File: config.mk
export PLATFORM = sky130hd
export DESIGN_NAME = rotary_cursor_ctrl
export DESIGN_NICKNAME = d
export VERILOG_FILES = /design/src/rtl/rotary_cursor_ctrl.sv
export SDC_FILE = /design/constraint.sdc
export NUM_CORES = 1
export LEC_CHECK = 0
export BUFFER_PORTS_ARGS = -buffer_cell sky130_fd_sc_hd__buf_4
export CAP_MARGIN = 20
export CORE_UTILIZATION = 40
export CTS_CLUSTER_DIAMETER = 80
export DETAILED_ROUTE_END_ITERATION = 12
export PLACE_DENSITY = 0.59
export SLEW_MARGIN = 20
export SYNTH_ARGS = -nofsm -noshare
export SYNTH_HDL_FRONTEND = slang
export SYNTH_HIERARCHICAL = 1
export SYNTH_SLANG_ARGS = --single-unit
File: constraint.sdc
create_clock -name clk -period 1.6 [get_ports clk]
set_clock_uncertainty 0.05 [all_clocks]
set_input_delay 0.32 -clock clk [delete_from_list [all_inputs] [get_ports clk]]
set_output_delay 0.32 -clock clk [all_outputs]
set_load 0.02 [all_outputs]
File: src/rtl/rotary_cursor_ctrl.sv
// Rotary encoder front end: sync + debounce A/B/press, quadrature step decode,
// 1..9 wrap cursor and select strobe. Optional macro SKIP_OCCUPIED_EN skips claimed squares.

module rcc_debounce #(
  parameter logic [15:0] DEBOUNCE_CYCLES = 16'd50000,
  parameter int          CNT_W           = 16
) (
  input  logic clk,
  input  logic clr,
  input  logic raw,
  output logic filt,
  output logic rise
);
  logic s1_q, s1_d, s2_q, s2_d, filt_q, filt_d, prev_q, prev_d;
  logic [CNT_W-1:0] cnt_q, cnt_d;

  always_comb begin
    s1_d   = raw;
    s2_d   = s1_q;
    filt_d = filt_q;
    prev_d = filt_q;
    cnt_d  = '0;
    // Accept the new level only on the DEBOUNCE_CYCLES-th consecutive disagreement.
    if (s2_q != filt_q) begin
      if (cnt_q == CNT_W'(DEBOUNCE_CYCLES - 16'd1)) filt_d = s2_q;
      else                                          cnt_d  = cnt_q + CNT_W'(1);
    end
  end

  always_ff @(posedge clk or posedge clr) begin
    if (clr) begin
      s1_q   <= 1'b0;
      s2_q   <= 1'b0;
      filt_q <= 1'b0;
      prev_q <= 1'b0;
      cnt_q  <= '0;
    end else begin
      s1_q   <= s1_d;
      s2_q   <= s2_d;
      filt_q <= filt_d;
      prev_q <= prev_d;
      cnt_q  <= cnt_d;
    end
  end

  assign filt = filt_q;
  assign rise = filt_q & ~prev_q;
endmodule

module rotary_cursor_ctrl #(
  parameter logic [15:0] DEBOUNCE_CYCLES = 16'd50000,
  parameter int          CNT_W           = 16
) (
  input  logic       clk,
  input  logic       clr,
  input  logic       rot_a,
  input  logic       rot_b,
  input  logic       rot_press,
  input  logic [8:0] occupied,
  output logic [7:0] square_num,
  output logic       enter_pulse,
  output logic       step_cw,
  output logic       step_ccw
);
  localparam int NIN = 3;  // 0 = A, 1 = B, 2 = press

  logic [NIN-1:0] raw, filt, rise;
  assign raw = {rot_press, rot_b, rot_a};

  for (genvar i = 0; i < NIN; i++) begin : g_in
    rcc_debounce #(.DEBOUNCE_CYCLES(DEBOUNCE_CYCLES), .CNT_W(CNT_W)) u_db (
      .clk  (clk),
      .clr  (clr),
      .raw  (raw[i]),
      .filt (filt[i]),
      .rise (rise[i])
    );
  end

  logic unused_dbg;
  assign unused_dbg = ^{filt[0], filt[2], rise[1]};

  logic [3:0] square_q, square_d;
  logic       enter_q, enter_d, step_cw_q, step_cw_d, step_ccw_q, step_ccw_d;
  logic       dir_cw, step_ok, sel_ok;
  logic [3:0] step_tgt;

  function automatic logic [3:0] wrap_step(input logic [3:0] n, input logic cw);
    if (cw) return (n >= 4'd9) ? 4'd1 : n + 4'd1;
    else    return (n <= 4'd1) ? 4'd9 : n - 4'd1;
  endfunction

  assign dir_cw = ~filt[1];

`ifdef SKIP_OCCUPIED_EN
  logic [15:0] occ_ext;
  logic [3:0]  cand;
  assign occ_ext = {7'd0, occupied};

  always_comb begin
    step_ok  = 1'b0;
    step_tgt = square_q;
    cand     = square_q;
    // Walk up to a full lap; the first free square wins.
    for (int i = 0; i < 9; i++) begin
      cand = wrap_step(cand, dir_cw);
      if (!step_ok && !occ_ext[cand - 4'd1]) begin
        step_ok  = 1'b1;
        step_tgt = cand;
      end
    end
    sel_ok = (square_q != 4'd0) && !occ_ext[square_q - 4'd1];
  end
`else
  logic unused_occ;
  assign unused_occ = ^occupied;

  always_comb begin
    step_ok  = 1'b1;
    step_tgt = wrap_step(square_q, dir_cw);
    sel_ok   = (square_q != 4'd0);
  end
`endif

  always_comb begin
    square_d   = square_q;
    enter_d    = 1'b0;
    step_cw_d  = 1'b0;
    step_ccw_d = 1'b0;
    // A press in the same cycle as an A rise swallows the step.
    if (rise[2]) begin
      enter_d = sel_ok;
    end else if (rise[0] && step_ok) begin
      square_d   = step_tgt;
      step_cw_d  = dir_cw;
      step_ccw_d = ~dir_cw;
    end
  end

  always_ff @(posedge clk or posedge clr) begin
    if (clr) begin
      square_q   <= 4'd0;
      enter_q    <= 1'b0;
      step_cw_q  <= 1'b0;
      step_ccw_q <= 1'b0;
    end else begin
      square_q   <= square_d;
      enter_q    <= enter_d;
      step_cw_q  <= step_cw_d;
      step_ccw_q <= step_ccw_d;
    end
  end

  assign square_num  = {4'd0, square_q};
  assign enter_pulse = enter_q;
  assign step_cw     = step_cw_q;
  assign step_ccw    = step_ccw_q;
endmodule

==> impl_results.md <==
* Final nets at 384
* Residual DRC at 0
* GRT Util Overall at 15.5%
* Fin util at 50.7%
* Mapped cell area at 3490 um^2
* CTS Sinks at 66
* Worst setup SP type: register
* Max-Cap Viols at 0
* Number of global-route vias before repair at 2,297
* Setup slack at placement at 0.0562 ns
* Max rail drop VDD at 0.000404 V
* Vias per inst at 4.91
* Worst Path Max Fanout at 3
* Layout area overhead at 21.3%
* Skew-Pair Late Insertion Delay at 0.34 ns
* Fin crit share at 95.7%
* CTS H-tree depth at 3
* Clock root cell: clkbuf_8
* Initial antenna violation count at 0
* Clock-pin slew on the worst setup and hold paths at 0.07 ns
* Die Height at 95.4 um
* CTS Buffer Depth at 2
* Most frequent cells in the layout: 64 x dfrtp_1, 47 x buf_4, 36 x xnor2_1
* Multi-input logic area at 1750 um^2
* Starting Density at 41.8%
* Core box area at 8340 um^2
* # port buffers at 11
* Syn_area_per_cell at 11.4 um^2
* Vias at 2,324
* Drt first pass iters at 4
* Fillcell total at 770
* Final Setup Violations at 0
* PnR worst setup slack at 0.0681 ns
* Largest net degree at the start of global routing at 21
* P_leak at 1.82 nW
* Final HPWL DP at 4.41 mm
* Full die area at 9100 um^2
* Placement Rows at 33
* Setup crit end kind: register
* CP required at 1.76 ns
* Int Pwr at 2.66 mW
* ANT nets after route at 0
* P_sw at 0.736 mW
* Inserted Diodes at 0
* Post-Synthesis Cells at 306
* Worst min path class: in2reg
* CTS tree: yes
* Sequential share of power at 50.6%
* Crit Path Category: reg2reg
* GP Congestion at 0.762
* Most common cell after layout, fill and taps aside: dfrtp_1
* Total grt overflow at 0
* Highest Clock Rate at 653 MHz
* Final hold viol count at 0
* Post-CTS setup buffer count at 0
* # IOs at 25
* Combinational Power Share at 5.1%
* Status: finished clean
* Sw Ratio at 21.7%
* Clock power frac at 44.3%
* Pwr dens at 802 nW/um^2
* Fin crit period at 1.53 ns
* Final wirelength at 6.13 mm
* CP Data Arrival Time at 1.70 ns
* Drt initial violations at 88
* Wirelength per Cell at 13.0 um
* RSZ-0062 raised after global routing: yes
* Register Area at 1650 um^2
* TritonCTS Buffers at 9
* First-pass GRT wire length at 10.6 mm
* Final Max Tran Viols at 0
* Layout cells sized above 1 at 38.0%
* Yosys Warn Count at 6
* DIE WIDTH at 95.4 um
metrics by stage:
step / cells / area (um^2) / power (mW) / TNS, ns / hold WS [ns]
2_1_floorplan: 309 / 3500 / 1.85 / 0 / 0.0733
3_3_place_gp: 456 / 3980 / 1.92 / 0 / 0.271
3_5_place_dp: 456 / 3980 / 1.92 / 0 / 0.274
4_1_cts: 473 / 4200 / 3.45 / 0 / 0.0211
5_1_grt: 473 / 4230 / 3.54 / -0.0278 / 0.00698
6_report: 473 / 4230 / 3.39 / 0 / 0.0386
layout make-up:
cell class,count,share of cell area [%]
well taps,105,3.11
clock buffers,15,4.41
multi-input cells,219,41.3
clock inverters,1,0.710
repair buffers,51,10.0
flip-flops and latches,66,39.1
inverters,16,1.42
what timing repair did:
item                                    CTS  global route
hold buffers                              1             0
gates resized for setup                   0             7
endpoints found under the setup margin    0            29
endpoints found under the hold margin    43             0
power by group through the flow:
| stage | combinational, mW | clock (mW) | sequential (mW) |
|---|---|---|---|
| after floorplan | 0.0996 | 0 | 1.75 |
| after global placement | 0.172 | 0 | 1.75 |
| after detailed placement | 0.174 | 0 | 1.75 |
| after CTS | 0.176 | 1.56 | 1.72 |
| after global routing | 0.193 | 1.63 | 1.72 |
| final | 0.172 | 1.50 | 1.72 |
per-layer routing:
layer	global-route usage (%)	share of wire [%]	vias to the layer above
li1	-	-	1161
met1	20.5	49	1128
met2	24.2	47	29
met3	4.55	2.5	6
met4	5.22	0.93	0
met5	0	0	-
worst max-delay path, cell delays in order, from the launching register on:
cell	delay, ns
dfrtp_2	0.43
ha_1	0.23
nor4b_2	0.29
nor2_1	0.11
a211oi_1	0.22
a21oi_1	0.07
state kept, by name, summed over array words and instances, names as in the netlist, 2 cells and up:
name,count
g_in.u_db/prev_q,2
g_in.u_db/filt,3
square_q,4
g_in.u_db/s1_q,3
g_in.u_db/s2_q,3
g_in.u_db/cnt_q,48
path summary, 6_finish.rpt:
kind,cells past startpoint,to,slack [ns],from
max,5,square_q[0],0.07,square_q[0]
min reg2reg,0,g_in[0].u_db/s2_q,0.29,g_in[0].u_db/s1_q
max reg2reg,5,square_q[0],0.07,square_q[0]
min in group asynchronous,3,square_q[1],0.47,clr
min,1,g_in[1].u_db/s1_q,0.04,rot_b
max in group asynchronous,4,g_in[0].u_db/prev_q,0.71,clr
(Power assumes the default switching activity.)
